$ cat config.mk
export PLATFORM = sky130hd
export DESIGN_NAME = ordenador_burbuja
export DESIGN_NICKNAME = d
export VERILOG_FILES = /design/src/rtl/ordenador_burbuja.sv
export SDC_FILE = /design/constraint.sdc
export NUM_CORES = 1
export LEC_CHECK = 0
export ABC_CLOCK_PERIOD_IN_PS = 2300
export CAP_MARGIN = 20
export CORE_MARGIN = 2
export CORE_UTILIZATION = 39
export CTS_CLUSTER_SIZE = 20
export DETAILED_ROUTE_END_ITERATION = 16
export GPL_TIMING_DRIVEN = 0
export SETUP_SLACK_MARGIN = 0.2
export SLEW_MARGIN = 20
export SYNTH_ARGS = -nofsm -noshare
export SYNTH_HDL_FRONTEND = slang
export SYNTH_SLANG_ARGS = --single-unit
export TNS_END_PERCENT = 30
$ cat constraint.sdc
create_clock -name clk -period 2.3 [get_ports clk]
set_input_delay 0.575 -clock clk [delete_from_list [all_inputs] [get_ports clk]]
set_output_delay 0.575 -clock clk [all_outputs]
set_load 0.03 [all_outputs]
$ cat src/rtl/ordenador_burbuja.sv
// In-place ascending bubble sort over an external RAM with combinational read.
// Each compare reads a pair, and a swap writes it back over two cycles.
module ordenador_burbuja #(
  parameter int N  = 12,
  parameter int W  = 8,
  parameter int AW = 8
) (
  input  logic          clk,
  input  logic          rst,
  input  logic          start,
  input  logic [W-1:0]  Dato_s,
  output logic [AW-1:0] Dir,
  output logic [W-1:0]  Dato_e,
  output logic          EN,
  output logic          ocupado,
  output logic          listo
);

  // state   | meaning
  // IDLE    | waiting for start, listo holds last result
  // LEE_A   | Dir=i, capture word i
  // LEE_B   | Dir=i+1, capture word i+1
  // COMPARA | decide swap
  // ESC_A   | write word i
  // ESC_B   | write word i+1
  // SIG     | advance index or close the pass
  // FIN     | sort done, back to IDLE
  typedef enum logic [2:0] {
    IDLE, LEE_A, LEE_B, COMPARA, ESC_A, ESC_B, SIG, FIN
  } state_t;

  localparam int LW = (N > 1) ? $clog2(N) : 1;
  localparam logic [LW-1:0] LIM_MAX = LW'(N - 1);

  state_t        state_q, state_d;
  logic [LW-1:0] i_q, i_d;
  logic [LW-1:0] limite_q, limite_d;
  logic          cambio_q, cambio_d;
  logic [W-1:0]  reg_a_q, reg_a_d;
  logic [W-1:0]  reg_b_q, reg_b_d;
  logic [AW-1:0] dir_q, dir_d;
  logic [W-1:0]  dato_e_q, dato_e_d;
  logic          en_q, en_d;
  logic          ocupado_q, ocupado_d;
  logic          listo_q, listo_d;
  logic [LW-1:0] i_inc;

  function automatic logic [AW-1:0] to_dir(input logic [LW-1:0] v);
    return AW'(v);
  endfunction

  // i+1 never exceeds limite, so it always fits in LW bits
  assign i_inc = i_q + LW'(1);

  always_comb begin
    state_d   = state_q;
    i_d       = i_q;
    limite_d  = limite_q;
    cambio_d  = cambio_q;
    reg_a_d   = reg_a_q;
    reg_b_d   = reg_b_q;
    dir_d     = dir_q;
    dato_e_d  = dato_e_q;
    en_d      = 1'b0;
    ocupado_d = ocupado_q;
    listo_d   = listo_q;
    unique case (state_q)
      IDLE: begin
        if (start) begin
          listo_d   = 1'b0;
          i_d       = '0;
          limite_d  = LIM_MAX;
          cambio_d  = 1'b0;
          ocupado_d = 1'b1;
          dir_d     = '0;
          if (N == 1) begin
            listo_d = 1'b1;
            state_d = FIN;
          end else begin
            state_d = LEE_A;
          end
        end
      end
      LEE_A: begin
        reg_a_d = Dato_s;
        dir_d   = to_dir(i_inc);
        state_d = LEE_B;
      end
      LEE_B: begin
        reg_b_d = Dato_s;
        state_d = COMPARA;
      end
      COMPARA: begin
        if (reg_a_q > reg_b_q) begin
          dir_d    = to_dir(i_q);
          dato_e_d = reg_b_q;
          en_d     = 1'b1;
          state_d  = ESC_A;
        end else begin
          state_d = SIG;
        end
      end
      ESC_A: begin
        dir_d    = to_dir(i_inc);
        dato_e_d = reg_a_q;
        en_d     = 1'b1;
        state_d  = ESC_B;
      end
      ESC_B: begin
        cambio_d = 1'b1;
        state_d  = SIG;
      end
      SIG: begin
        if (i_inc < limite_q) begin
          i_d     = i_inc;
          dir_d   = to_dir(i_inc);
          state_d = LEE_A;
        end else if (!cambio_q || limite_q == LW'(1)) begin
          // a swap-free pass means the remaining prefix is already ordered
          listo_d = 1'b1;
          state_d = FIN;
        end else begin
          limite_d = limite_q - LW'(1);
          i_d      = '0;
          cambio_d = 1'b0;
          dir_d    = '0;
          state_d  = LEE_A;
        end
      end
      FIN: begin
        ocupado_d = 1'b0;
        state_d   = IDLE;
      end
      default: state_d = IDLE;
    endcase
  end

  always_ff @(posedge clk or posedge rst) begin
    if (rst) begin
      state_q   <= IDLE;
      i_q       <= '0;
      limite_q  <= LIM_MAX;
      cambio_q  <= 1'b0;
      reg_a_q   <= '0;
      reg_b_q   <= '0;
      dir_q     <= '0;
      dato_e_q  <= '0;
      en_q      <= 1'b0;
      ocupado_q <= 1'b0;
      listo_q   <= 1'b0;
    end else begin
      state_q   <= state_d;
      i_q       <= i_d;
      limite_q  <= limite_d;
      cambio_q  <= cambio_d;
      reg_a_q   <= reg_a_d;
      reg_b_q   <= reg_b_d;
      dir_q     <= dir_d;
      dato_e_q  <= dato_e_d;
      en_q      <= en_d;
      ocupado_q <= ocupado_d;
      listo_q   <= listo_d;
    end
  end

  assign Dir     = dir_q;
  assign Dato_e  = dato_e_q;
  assign EN      = en_q;
  assign ocupado = ocupado_q;
  assign listo   = listo_q;

endmodule

==> results of run 1 <==
worst register-to-register path: stages, from the launching register on:
cell	delay, ps
dfrtp_2	450
ha_4	290
ha_4	190
a21boi_4	130
o211ai_4	180
a21oi_2	90
or3b_4	390
a21oi_4	230
mux2_4	330
report_power, final:
part	internal [mW]	switching (mW)	leakage, nW
clock	0.212	0.261	0.0412
sequential	1.08	0.244	0.529
combinational	0.982	1.15	0.755
total	2.27	1.66	1.33
metal layers:
layer,routed length [µm],track usage (%)
met3,195,5.00
met4,30,2.88
met2,2480,28.3
met1,2210,20.1
met5,0,0
per-stage QoR:
stage | worst slack [ps] | area, µm²
after global placement | -369 | 2740
final | -77.5 | 3020
after detailed placement | -298 | 2760
after CTS | -94.0 | 2930
after global routing | -149 | 3020
after floorplan | -78.9 | 2390
kinds of logic after synthesis:
group | count (synthesis) | share of synthesized area (%)
simple gates | 65 | 13.8
compound gates | 61 | 15.4
flops | 43 | 46.5
buf+inv | 31 | 5.72
mux | 20 | 9.28
fa+ha+maj | 14 | 7.55
xor+xnor | 4 | 1.51
other cells | 1 | 0.162
cells in the mapped netlist, types with 2 or more instances:
master    number  area, µm²
mux2_2         8       90.1
nor2b_1        3       18.8
nor3_1         6       30.0
nand2b_1       6       37.5
nand2_1       25       93.8
mux2i_1        8       80.1
clkbuf_1       6       22.5
xnor2_1        3       26.3
dfstp_2        3       78.8
mux2_1         4       45.0
inv_1         19       71.3
a21oi_1       18       90.1
nand3_1        5       25.0
o21ai_0       18       90.1
nand4_1        4       25.0
a31oi_1        3       18.8
dfrtp_1       40       1000
o21ai_1       12       60.1
ha_1          14        175
a211oi_1       2       15.0
buf_4          4       30.0
nor2_1         8       30.0
flip-flops by register name (all words and copies together) (netlist names), 3 cells and up:
register  cells
limite_q      4
state_q       3
Dir           4
i_q           4
reg_b_q       8
Dato_e        8
reg_a_q       8
repair_timing:
item,CTS,global route
buffers inserted,6,1
setup endpoints to repair,19,26
pin swaps,4,7
gates resized for setup,7,17
hold endpoints to repair,0,0
final timing paths:
kind / to / cells past startpoint / from
worst max-delay path: Dir[1] / 8 / i_q[0]
worst min-delay path: Dato_e[0] / 2 / reg_a_q[0]
worst max register to register: Dir[1] / 8 / i_q[0]
worst min register to register: Dato_e[0] / 2 / reg_a_q[0]
max in group asynchronous: limite_q[1] / 3 / rst
min in group asynchronous: reg_b_q[1] / 2 / rst
cell type report:
type / count / area (µm²) / area share [%]
Multi-Input combinational cell: 168 / 1290 / 42.7
Timing Repair Buffer: 33 / 323 / 10.7
Inverter: 19 / 71.3 / 2.36
Clock inverter: 2 / 12.5 / 0.415
Buffer: 12 / 73.8 / 2.45
Sequential cell: 43 / 1080 / 35.8
Clock buffer: 6 / 72.6 / 2.40
Tap cell: 75 / 93.8 / 3.11
==> run_results.csv, run 1 <==
group,metric,value,unit
outcome,status,"finished with violations",
outcome,violations,"negative setup slack",
placement,gp_congestion,0.786,
floorplanning,ios,30,
clocking,clock_sinks,43,
floorplanning,fp.dieW,81.1,µm
setup_path,required,2480,ps
setup_path,crit_chain,"ha_4 > ha_4 > a21boi_4 > o211ai_4 > a21oi_2 > or3b_4 > a21oi_4 > mux2_4",
floorplanning,die_area,6580,µm²
sta,fin_skew,6.58,ps
sta,slew_headroom,46.4,%
sta,fin_hold_ws,489,ps
synth,yosysSeqAreaShare,46.5,%
setup_path,path_common_cell,"ha_4",
floorplanning,die_h,81.1,µm
sta,fin_crit_sh,103,%
synth,ys_warn_count,0,
synth,syn_area,2320,µm²
clocking,path_clk_slew,80,ps
power_and_ir_drop,p_leak,1.33,nW
sta,rsz0062_at_grt,"yes",
layout,final_cell_mix,"dfrtp_1, nand2_1, clkdlybuf4s50_1",
detailed_routing,via_per_inst,5.01,
setup_path,arrival,2560,ps
setup_path,cp_num_buf_inv,0,
sta,drv_slew,0,
global_route,overflow,0,
clocking,cts_hold_buf,0,
clocking,cts_tree,"yes",
synth,synth_cells,239,
layout,drive_gt1_share,22.3,%
min_path,hp-class,"register to register",
synth,avgSynthCellArea,9.71,µm²
setup_path,cp-end-kind,"register",
detailed_routing,drtPass1Iterations,4,
sta,setup_viol,4,
synth,yosysUniqueCellTypes,42,
detailed_routing,drc,0,
layout,layout.nets,307,
flow_run,cap_violations,0,
sta,worst_slack,-77.5,ps
detailed_routing,ant_nets,0,
detailed_routing,via_count,1792,
setup_path,max_stage_delay,450,ps
sta,post-route-min-period,2380,ps
synth,synthArstFlopShare,100,%
power_and_ir_drop,powerDensity,1300,nW/µm²
floorplanning,start_util,39.6,%
global_route,grt_first_pass_wirelength,8290,µm
setup_path,path_class,"register to register",
clocking,clk-insertion-delay-late,300,ps
setup_path,cp_max_fo,5,
sta,max_freq,421,MHz
sta,finalHoldViolations,0,
detailed_routing,drt_iter0_markers,51,
synth,synth-edff-count,0,
placement,port_buffers,25,
detailed_routing,drt_wl_total,4910,µm
layout,final_common_cell,"dfrtp_1",
global_route,grt_use_total,16.3,%
layout,area_growth,30.1,%
layout,fill_cells,539,
global_route,antenna_found_initial,0,
clocking,ctsHtreeMaxLevel,2,
placement,hpwl,3490,µm
placement,dp.cells,343,
setup_path,slowest_stage,"dfrtp_2",
setup_path,critPathTopFamily,"compound AO/OA/AOI/OAI gates",
layout,stdcell_count,358,
detailed_routing,wl_per_cell,13.7,µm
floorplanning,rows,28,
clocking,cts-root-buf,"clkbuf_8",
floorplanning,core_area,5850,µm²
layout,post-route-util,51.6,%
sta,finalSetupTns,-301,ps
power_and_ir_drop,power,3.93,mW
synth,synthFlopType,"dfrtp_1",
setup_path,reg2reg_slack,-80,ps
synth,ys_ff_latch,43,
setup_path,worst_setup_path_start_kind,"register",
sta,worst_slew_pin_slew,801,ps
layout,n_antenna_cell,0,
clocking,cts_made_buffers,5,
global_route,first_global_vias,1785,
global_route,grt_max_degree,27,
clocking,cts_buffer_depth,2,
power_and_ir_drop,ir_worst_vdd,0.611,mV
Note: power is estimated with default switching activity, not from simulation.
==> inputs of run 2 (changes only) <==
Settings changed: CELL_PAD_IN_SITES_DETAIL_PLACEMENT set to 1, CELL_PAD_IN_SITES_GLOBAL_PLACEMENT set to 1, CORE_UTILIZATION 39 to 38, HOLD_SLACK_MARGIN set to 0.05, PLACE_DENSITY_LB_ADDON set to 0.1.
==> run 2 against run 1 <==
The run still ends with negative setup slack left. Final cell count is 1.1% higher. Highest routed layer unchanged. Largest cell class unchanged. Core utilization hardly changed. Via count is 2.8% higher.
==> run_results.csv, run 2 (synthesis gave the netlist of run 1 again) <==
group,metric,value,unit
detailed_routing,drt_wl_total,5850,µm
detailed_routing,via_count,1842,
setup_path,cp-end-kind,"register",
layout,n_antenna_cell,0,
placement,port_buffers,25,
global_route,grt_util_met2,33.2,%
detailed_routing,drc,0,
layout,final_common_cell,"dfrtp_1",
layout,multiInputGateArea,1290,µm²
placement,place_worst_setup_slack,-416,ps
sta,drv_slew,0,
layout,register_area,1080,µm²
floorplanning,rows,28,
setup_path,worst_setup_path_start_kind,"register",
setup_path,crit_cells,8,
sta,rsz0062_at_grt,"yes",
sta,finalHoldViolations,0,
sta,fin_skew,9.49,ps
layout,area_growth,31.8,%
sta,worst_slew_pin_slew,756,ps
setup_path,cp_max_fo,4,
layout,stdcell_count,362,
power_and_ir_drop,powerDensity,1310,nW/µm²
detailed_routing,drtPass1Iterations,4,
global_route,antenna_found_initial,0,
power_and_ir_drop,ir_worst_vdd,0.600,mV
detailed_routing,drt_iter0_markers,40,
placement,hpwl,3990,µm
global_route,busiest_layer,"met2",
floorplanning,ios,30,
floorplanning,fp.dieW,82.1,µm
flow_run,cap_violations,0,
global_route,met1_usage,21.1,%
sta,fin_hold_ws,497,ps
clocking,ctsHtreeMaxLevel,2,
sta,finalSetupTns,-311,ps
floorplanning,core_area,5920,µm²
global_route,grt_max_degree,28,
global_route,grt_first_pass_wirelength,9120,µm
sta,setup_viol,4,
clocking,cts_tree,"yes",
min_path,hp-class,"register to register",
setup_path,arrival,2560,ps
layout,layout.nets,311,
setup_path,slowest_stage,"dfrtp_2",
clocking,path_clk_slew,80,ps
detailed_routing,via_per_inst,5.09,
sta,max_freq,420,MHz
clocking,cts-root-buf,"clkbuf_8",
global_route,overflow,0,
outcome,violations,"negative setup slack",
placement,dp.cells,343,
clocking,cts_hold_buf,0,
detailed_routing,ant_nets,0,
global_route,first_global_vias,1931,
floorplanning,die_area,6750,µm²
setup_path,crit_chain,"ha_4 > xor2_2 > ha_1 > a21oi_4 > a21oi_2 > or3b_4 > a21oi_4 > mux2_4",
placement,place_area,2760,µm²
placement,gp_congestion,0.782,
setup_path,path_class,"register to register",
outcome,status,"finished with violations",
floorplanning,start_util,39.2,%
sta,slew_headroom,49.4,%
sta,fin_crit_sh,104,%
setup_path,cp_num_buf_inv,0,
layout,drive_gt1_share,23.7,%
clocking,clk-insertion-delay-late,300,ps
setup_path,max_stage_delay,450,ps
setup_path,path_common_cell,"a21oi_4",
layout,design_area,3060,µm²
clocking,cts_buffer_depth,2,
layout,fill_cells,684,
floorplanning,die_h,82.1,µm
global_route,gr-usage-met3,3.59,%
sta,worst_slack,-82.3,ps
layout,final_cell_mix,"dfrtp_1, nand2_1, clkdlybuf4s50_1",
clocking,cts_made_buffers,5,
sta,post-route-min-period,2380,ps
global_route,grt_use_total,18.1,%
clocking,clock_sinks,43,
setup_path,r2r.worst_path.cells,8,
power_and_ir_drop,p_leak,1.35,nW
setup_path,required,2480,ps
min_path,min_delay_path_depth,1,
detailed_routing,wl_per_cell,16.2,µm
setup_path,critPathTopFamily,"compound AO/OA/AOI/OAI gates",
-- run 2: cell count changes in the layout (fill, tap and decap cells not counted), moves of 2 or more --
cell,delta
buf_4,+2
buf_6,+2
dfrtp_1,-2
dfrtp_2,+2
nand3_1,-2
-- run 2: path summary, 6_finish.rpt --
path / from / endpoint / slack (ps)
setup / recovery: i_q[0] / Dir[3] / -80
hold / removal: listo / listo / 500
setup reg to reg: i_q[0] / Dir[3] / -80
hold reg to reg: listo / listo / 500
max in group asynchronous: rst / limite_q[3] / 1180
min in group asynchronous: rst / Dato_e[7] / 570
-- run 2: repair_timing --
action / 4_1_cts / 5_1_grt
resized for setup: 10 / 19
cloned: 0 / 1
setup buffers: 7 / 3
pin swaps: 5 / 16
endpoints found under the setup margin: 28 / 19
-- run 2: where the power goes --
part | leakage (nW) | switching (mW) | internal [mW] | total (mW)
Clock | 0.0422 | 0.259 | 0.214 | 0.473
Combinational | 0.780 | 1.22 | 0.995 | 2.21
Sequential | 0.526 | 0.246 | 1.08 | 1.32
-- run 2: cell type report --
| class | instances | area share, % |
|---|---|---|
| Clock buffer | 7 | 2.50 |
| Multi-Input combinational cell | 168 | 42.3 |
| Inverter | 19 | 2.33 |
| Clock inverter | 1 | 0.164 |
| Timing Repair Buffer | 37 | 11.8 |
| Buffer | 12 | 2.42 |
| Tap cell | 75 | 3.07 |
| Sequential cell | 43 | 35.4 |
-- run 2: per-layer routing --
layer  vias to the layer above  part of all wire [%]
met3                         9                   2.7
met5                         -                     0
met4                         0                   1.6
li1                        911                     -
met2                        27                    52
met1                       895                    44
-- run 2: worst reg2reg max path: stages, from the launching register on --
cell and delay, ps:
dfrtp_2 450, ha_4 190, xor2_2 180, ha_1 230
a21oi_4 190, a21oi_2 80, or3b_4 390, a21oi_4 230
mux2_4 330
-- run 2: per-stage QoR --
step,total power [mW],utilization [%]
2_1_floorplan,2.75,-
3_3_place_gp,3.29,46.3
3_5_place_dp,3.36,46.6
4_1_cts,3.90,49.7
5_1_grt,4.36,51.6
6_report,4.01,51.6
